## src/rtl/vec_load_streamer_if.sv

```systemverilog
// Bundle for vec_load_streamer: command, memory read port, output stream and status.
// With VLS_PERF_CNT_EN defined the bundle also carries the o_stall_cnt counter.
interface vec_load_streamer_if #(
    parameter int ADDR_W = 12,
    parameter int SIZE   = 32,
    parameter int LEN_W  = 13
) ();
    // Handshake: a command is accepted on a rising edge where i_cmd_valid && o_cmd_ready;
    // a stream beat moves on a rising edge where o_valid && i_ready, and o_data/o_last
    // stay unchanged while o_valid && !i_ready.
    logic              i_cmd_valid;
    logic              o_cmd_ready;
    logic [ADDR_W-1:0] i_cmd_base;
    logic [ADDR_W-1:0] i_cmd_stride;
    logic [LEN_W-1:0]  i_cmd_len;
    logic              i_abort;
    logic [ADDR_W-1:0] o_mem_addr;
    logic [SIZE-1:0]   i_mem_data;
    logic [SIZE-1:0]   o_data;
    logic              o_valid;
    logic              i_ready;
    logic              o_last;
    logic              o_busy;
    logic              o_done;
    logic [1:0]        o_state;
`ifdef VLS_PERF_CNT_EN
    logic [31:0]       o_stall_cnt;
`endif

    modport master (
`ifdef VLS_PERF_CNT_EN
        output o_stall_cnt,
`endif
        input  i_cmd_valid, i_cmd_base, i_cmd_stride, i_cmd_len, i_abort,
        input  i_mem_data, i_ready,
        output o_cmd_ready, o_mem_addr, o_data, o_valid, o_last,
        output o_busy, o_done, o_state
    );

    modport slave (
`ifdef VLS_PERF_CNT_EN
        input  o_stall_cnt,
`endif
        output i_cmd_valid, i_cmd_base, i_cmd_stride, i_cmd_len, i_abort,
        output i_mem_data, i_ready,
        input  o_cmd_ready, o_mem_addr, o_data, o_valid, o_last,
        input  o_busy, o_done, o_state
    );
endinterface

```

## src/rtl/vec_load_streamer.sv

```systemverilog
// Strided vector load: walks base/stride/len addresses on the memory read port and streams the
// captured words through a 2-entry skid FIFO. Define VLS_PERF_CNT_EN to add the stall counter.
module vec_load_streamer #(
    parameter int ADDR_W = 12,
    parameter int SIZE   = 32,
    parameter int LEN_W  = 13
) (
    input logic                 i_clk,
    input logic                 i_rst,
    vec_load_streamer_if.master bus
);
    localparam logic [1:0] ST_IDLE  = 2'd0;
    localparam logic [1:0] ST_RUN   = 2'd1;
    localparam logic [1:0] ST_DRAIN = 2'd2;
    localparam logic [LEN_W-1:0] ONE_BEAT = LEN_W'(1);

    logic [1:0]        state;
    logic [ADDR_W-1:0] cur_addr;
    logic [ADDR_W-1:0] stride;
    logic [LEN_W-1:0]  remaining;
    logic [SIZE-1:0]   head_data;
    logic [SIZE-1:0]   tail_data;
    logic              head_last;
    logic              tail_last;
    logic [1:0]        count;
    logic              done_q;

    logic pop;
    logic issue;
    logic accept;
    logic abort_now;
    logic push_last;

    assign pop       = (count != 2'd0) && bus.i_ready;
    // A full FIFO can still take a new word when the head leaves on the same edge.
    assign issue     = (state == ST_RUN) && ((count != 2'd2) || pop);
    assign accept    = bus.o_cmd_ready && bus.i_cmd_valid;
    assign abort_now = bus.i_abort && (state != ST_IDLE);
    assign push_last = (remaining == ONE_BEAT);

    always_ff @(posedge i_clk or posedge i_rst) begin
        if (i_rst) begin
            state     <= ST_IDLE;
            cur_addr  <= '0;
            stride    <= '0;
            remaining <= '0;
            done_q    <= 1'b0;
        end else begin
            done_q <= 1'b0;
            case (state)
                ST_IDLE: begin
                    if (accept) begin
                        cur_addr  <= bus.i_cmd_base;
                        stride    <= bus.i_cmd_stride;
                        remaining <= bus.i_cmd_len;
                        if (bus.i_cmd_len == '0) done_q <= 1'b1;
                        else                     state  <= ST_RUN;
                    end
                end
                ST_RUN: begin
                    if (abort_now) begin
                        state <= ST_IDLE;
                    end else if (issue) begin
                        cur_addr  <= cur_addr + stride;
                        remaining <= remaining - ONE_BEAT;
                        if (push_last) state <= ST_DRAIN;
                    end
                end
                ST_DRAIN: begin
                    if (abort_now) begin
                        state <= ST_IDLE;
                    end else if ((count == 2'd0) || ((count == 2'd1) && pop)) begin
                        done_q <= 1'b1;
                        state  <= ST_IDLE;
                    end
                end
                default: state <= ST_IDLE;
            endcase
        end
    end

    // Skid FIFO: head register drives the stream, tail holds the word behind it.
    always_ff @(posedge i_clk or posedge i_rst) begin
        if (i_rst) begin
            head_data <= '0;
            tail_data <= '0;
            head_last <= 1'b0;
            tail_last <= 1'b0;
            count     <= 2'd0;
        end else if (abort_now) begin
            count <= 2'd0;
        end else begin
            case ({issue, pop})
                2'b10: begin
                    if (count == 2'd0) begin
                        head_data <= bus.i_mem_data;
                        head_last <= push_last;
                    end else begin
                        tail_data <= bus.i_mem_data;
                        tail_last <= push_last;
                    end
                    count <= count + 2'd1;
                end
                2'b01: begin
                    head_data <= tail_data;
                    head_last <= tail_last;
                    count     <= count - 2'd1;
                end
                2'b11: begin
                    if (count == 2'd2) begin
                        head_data <= tail_data;
                        head_last <= tail_last;
                        tail_data <= bus.i_mem_data;
                        tail_last <= push_last;
                    end else begin
                        head_data <= bus.i_mem_data;
                        head_last <= push_last;
                    end
                end
                default: ;
            endcase
        end
    end

`ifdef VLS_PERF_CNT_EN
    logic [31:0] stall_cnt;

    always_ff @(posedge i_clk or posedge i_rst) begin
        if (i_rst) begin
            stall_cnt <= '0;
        end else if (accept) begin
            stall_cnt <= '0;
        end else if (bus.o_valid && !bus.i_ready && (stall_cnt != 32'hFFFF_FFFF)) begin
            stall_cnt <= stall_cnt + 32'd1;
        end
    end

    assign bus.o_stall_cnt = stall_cnt;
`endif

    assign bus.o_cmd_ready = (state == ST_IDLE) && !i_rst;
    assign bus.o_mem_addr  = cur_addr;
    assign bus.o_data      = head_data;
    assign bus.o_valid     = (count != 2'd0);
    assign bus.o_last      = (count != 2'd0) && head_last;
    assign bus.o_busy      = (state != ST_IDLE);
    assign bus.o_done      = done_q;
    assign bus.o_state     = state;
endmodule

```

## src/flat_wrapper.sv

```systemverilog
// flat-port wrapper written by rule: the top's interface ports become plain ports
module vec_load_streamer_flat 
#(
    parameter int ADDR_W = 12,
    parameter int SIZE   = 32,
    parameter int LEN_W  = 13
)
  (i_clk, i_rst, bus_i_cmd_valid, bus_i_cmd_base, bus_i_cmd_stride, bus_i_cmd_len, bus_i_abort, bus_i_mem_data, bus_i_ready, bus_o_cmd_ready, bus_o_mem_addr, bus_o_data, bus_o_valid, bus_o_last, bus_o_busy, bus_o_done, bus_o_state);
  vec_load_streamer_if #(.ADDR_W(ADDR_W), .SIZE(SIZE), .LEN_W(LEN_W)) bus_i ();
  input logic i_clk;
  input logic i_rst;
  input wire logic [$bits(bus_i.i_cmd_valid)-1:0] bus_i_cmd_valid;
  input wire logic [$bits(bus_i.i_cmd_base)-1:0] bus_i_cmd_base;
  input wire logic [$bits(bus_i.i_cmd_stride)-1:0] bus_i_cmd_stride;
  input wire logic [$bits(bus_i.i_cmd_len)-1:0] bus_i_cmd_len;
  input wire logic [$bits(bus_i.i_abort)-1:0] bus_i_abort;
  input wire logic [$bits(bus_i.i_mem_data)-1:0] bus_i_mem_data;
  input wire logic [$bits(bus_i.i_ready)-1:0] bus_i_ready;
  output wire logic [$bits(bus_i.o_cmd_ready)-1:0] bus_o_cmd_ready;
  output wire logic [$bits(bus_i.o_mem_addr)-1:0] bus_o_mem_addr;
  output wire logic [$bits(bus_i.o_data)-1:0] bus_o_data;
  output wire logic [$bits(bus_i.o_valid)-1:0] bus_o_valid;
  output wire logic [$bits(bus_i.o_last)-1:0] bus_o_last;
  output wire logic [$bits(bus_i.o_busy)-1:0] bus_o_busy;
  output wire logic [$bits(bus_i.o_done)-1:0] bus_o_done;
  output wire logic [$bits(bus_i.o_state)-1:0] bus_o_state;
  assign bus_i.i_cmd_valid = bus_i_cmd_valid;
  assign bus_i.i_cmd_base = bus_i_cmd_base;
  assign bus_i.i_cmd_stride = bus_i_cmd_stride;
  assign bus_i.i_cmd_len = bus_i_cmd_len;
  assign bus_i.i_abort = bus_i_abort;
  assign bus_i.i_mem_data = bus_i_mem_data;
  assign bus_i.i_ready = bus_i_ready;
  assign bus_o_cmd_ready = bus_i.o_cmd_ready;
  assign bus_o_mem_addr = bus_i.o_mem_addr;
  assign bus_o_data = bus_i.o_data;
  assign bus_o_valid = bus_i.o_valid;
  assign bus_o_last = bus_i.o_last;
  assign bus_o_busy = bus_i.o_busy;
  assign bus_o_done = bus_i.o_done;
  assign bus_o_state = bus_i.o_state;
  vec_load_streamer #(.ADDR_W(ADDR_W), .SIZE(SIZE), .LEN_W(LEN_W)) u_core (.i_clk(i_clk), .i_rst(i_rst), .bus(bus_i));
endmodule
```

## config.mk

```make
export PLATFORM = sky130hd
export DESIGN_NAME = vec_load_streamer_flat
export DESIGN_NICKNAME = d
export VERILOG_FILES = /design/src/rtl/vec_load_streamer_if.sv /design/src/rtl/vec_load_streamer.sv /design/src/flat_wrapper.sv
export SDC_FILE = /design/constraint.sdc
export NUM_CORES = 1
export LEC_CHECK = 0
export ABC_CLOCK_PERIOD_IN_PS = 4890
export CORE_ASPECT_RATIO = 0.7
export CORE_MARGIN = 2
export CORE_UTILIZATION = 31
export CTS_BUF_LIST = sky130_fd_sc_hd__clkbuf_16
export DETAILED_ROUTE_END_ITERATION = 10
export PLACE_DENSITY = 0.58
export RECOVER_POWER = 50
export SYNTH_ARGS = -nofsm -noshare
export SYNTH_HDL_FRONTEND = slang
export SYNTH_SLANG_ARGS = --single-unit
```

## constraint.sdc

```tcl
create_clock -name i_clk -period 4.89 [get_ports i_clk]
set_input_delay 0.978 -clock i_clk [delete_from_list [all_inputs] [get_ports i_clk]]
set_output_delay 0.978 -clock i_clk [all_outputs]
set_load 0.05 [all_outputs]
```

==> qor.yml <==
outcome:
  status: "finished with violations"
  violations: "max-capacitance violations, max-slew violations"
layout:
  fillers: 1680
  multiInputGateArea_um2: 2570
  syn2layout_area_growth_pct: 30.4
  final_nets: 747
  drive_above_1_share: 0.0923
  regArea_um2: 2700
  n_antenna_cell: 0
  stdcell_area_um2: 7190
worst_setup_path:
  worstRegToRegCells: 7
  crit_required_ps: 3910
  r2r_slack_ps: 1900
  slowest_stage: "clkdlybuf4s50_1"
  r2r_start: "u_core.count[0]"
  startpoint_type: "primary input"
  cp_data_arrival_time_ps: 2710
  crit_chain: "dlygate4sd3_1, nor3_1, clkdlybuf4s50_1"
  path_buf_inv: 2
  crit_fanout: 3
  r2r_end: "u_core.tail_data[25]"
  endpoint_kind: "output port"
  path_delay_family: "buffers and inverters"
  critPathMaxStageDelay_ps: 870
  critPathKind: "primary input to output port"
synth:
  ys_seq_area_frac: 0.490
  yosys_warnings: 0
  ys_top_cells_by_area: "dfrtp_1, mux2i_1, nand2_1"
  synth_top_cell_by_area: "dfrtp_1"
  yosys_register_bits: 108
  synth_ff_type: "dfrtp_1"
  syn_avg_cell_area_um2: 10.1
  syn_inst: 546
  syn-num-nets: 637
  synth.most_common_cell: "dfrtp_1"
  synth.distinct_cells: 61
  synth.top_cells.by_count: "dfrtp_1, nand2_1, o21ai_0"
  async_flop_share: 1.00
  synth_edf_count: 0
  netlist_area_um2: 5510
  synth_top_area_share: 0.490
clock_tree:
  post-cts-setup-buffers: 0
  insertion_delay_ps: 350
  root_buffer: "clkbuf_16"
  holdBufCountCts: 0
  numClockSinks: 108
  tritoncts: "built"
  numCtsBuffers: 9
  clkTransAtPathRegs_ps: 80
  clock_path_buffers: 2
  htree_levels: 3
  cts-resized-gates: 0
detailed_routing:
  drt-pass1-iter-count: 4
  ant_nets: 0
  drc: 0
  vias: 4346
  viasPerCell: 4.87
  post_drt_wl_per_cell_um: 15.0
  drt-initial-drc-count: 189
  drt_wl_total_um: 13400
placement:
  io_buffers: 124
  place_area_um2: 6910
  gp_congestion: 0.911
  dp_hpwl_um: 9770
grt:
  grt_max_degree: 74
  overflow: 0
  grt_pass1_wl_um: 22100
  antenna_found_initial: 0
  grt_pass1_vias: 4515
  track_usage: 0.147
floorplanning:
  dieArea_um2: 18900
  dieHeight_um: 116
  initial_core_util: 0.319
  fp.coreArea_um2: 17300
  die_w_um: 163
  num_rows: 40
  ios: 125
timing:
  worstMarginPinSlew_ps: 1710
  fin_setup_tns_ps: 0
  setup_violations: 0
  fmax_mhz: 271
  skew_ps: 5.73
  slew_headroom: -0.148
  report.final.slew_viol_count: 38
  period_share: 0.755
  finalHoldViolCount: 0
  rsz0062_at_grt: "no"
  finalCriticalPeriod_ps: 3690
power:
  powerDensity_nw_per_um2: 602
  ir_drop_mv: 0.304
  p_leak_nw: 3.03
min_path:
  hold_path_startpoint: "u_core.bus.o_data[19]"
  whs_endpoint: "u_core.bus.o_data[19]"
  min_path_type: "register to register"
  hold_path_depth: 2
job:
  drv_cap: 1
[logic make-up after synthesis]
logic type	count (synthesis)	share of synthesized area
flops	108	0.490
mux	66	0.127
xor+xnor	10	0.0159
buf+inv	45	0.0443
compound gates	132	0.143
simple gates	168	0.140
fa+ha+maj	17	0.0399
[worst register-to-register path, delay by kind of cell (launching register included)]
family | cells | cell delay (ps)
compound gates | 2 | 1080
buf+inv | 2 | 460
mux | 1 | 370
simple gates | 1 | 300
fa+ha+maj | 1 | 280
flops | 1 | 400
[through the flow]
stage               hold slack [ps]  cells  power, mW  setup slack (ps)  utilization
floorplan                       442    546       3.07               854            -
detailed placement              472    876       3.73              1270        0.400
global route                    494    892       4.64               958        0.416
finish                          475    892       4.33              1200        0.416
CTS                             490    892       4.46              1310        0.417
global placement                462    876       3.68              1350        0.400
[where the power goes]
| part | switching, mW | internal [mW] | leakage [nW] |
|---|---|---|---|
| Clock | 0.346 | 0.355 | 0.139 |
| Sequential | 0.240 | 1.26 | 1.31 |
| Combinational | 1.34 | 0.789 | 1.58 |
[cell type report]
type                            count  area share
Sequential cell                   108       0.376
Multi-Input combinational cell    393       0.357
Timing Repair Buffer              130       0.179
Tap cell                          231      0.0402
Clock buffer                        9      0.0313
Clock inverter                      7     0.00853
Inverter                           14     0.00749
[state kept, by name (all words and copies together), names as in the netlist]
signal                 cells
u_core.tail_data          32
u_core.bus.o_state         2
u_core.bus.o_done          1
u_core.bus.o_mem_addr     12
u_core.remaining          13
u_core.bus.o_data         32
u_core.stride             12
u_core.head_last           1
u_core.tail_last           1
u_core.count               2
[placed cells by master, fill, tap and decap left out, types with 8 or more instances in the layout]
cell type / count
a21oi_1: 32
clkbuf_16: 9
clkdlybuf4s50_1: 77
dfrtp_1: 108
dlygate4sd3_1: 47
ha_1: 16
inv_1: 13
mux2_2: 28
mux2i_1: 34
nand2_1: 89
nand3_1: 13
nor2_1: 28
nor3_1: 8
o21ai_0: 52
o21ai_1: 8
[worst max-delay path by stage]
stage / startpoint / endpoint / slack [ps] / cells after the start
2_1_floorplan: i_rst / u_core.bus.o_state[0] / 850 / 3
3_3_place_gp: bus_i_ready / u_core.tail_data[19] / 1350 / 6
3_5_place_dp: bus_i_ready / u_core.tail_data[25] / 1270 / 6
4_1_cts: i_rst / bus_o_cmd_ready / 1310 / 3
5_1_grt: i_rst / u_core.bus.o_state[0] / 960 / 4
6_report: i_rst / bus_o_cmd_ready / 1200 / 3
[routing by layer]
metal	global-route usage	vias up	wire, µm
met5	0	-	0
met4	0.0454	0	157
met3	0.0311	11	527
met2	0.242	92	6180
met1	0.197	2109	6530
li1	-	2134	-
No activity file was read; power rests on OpenSTA's default activity.
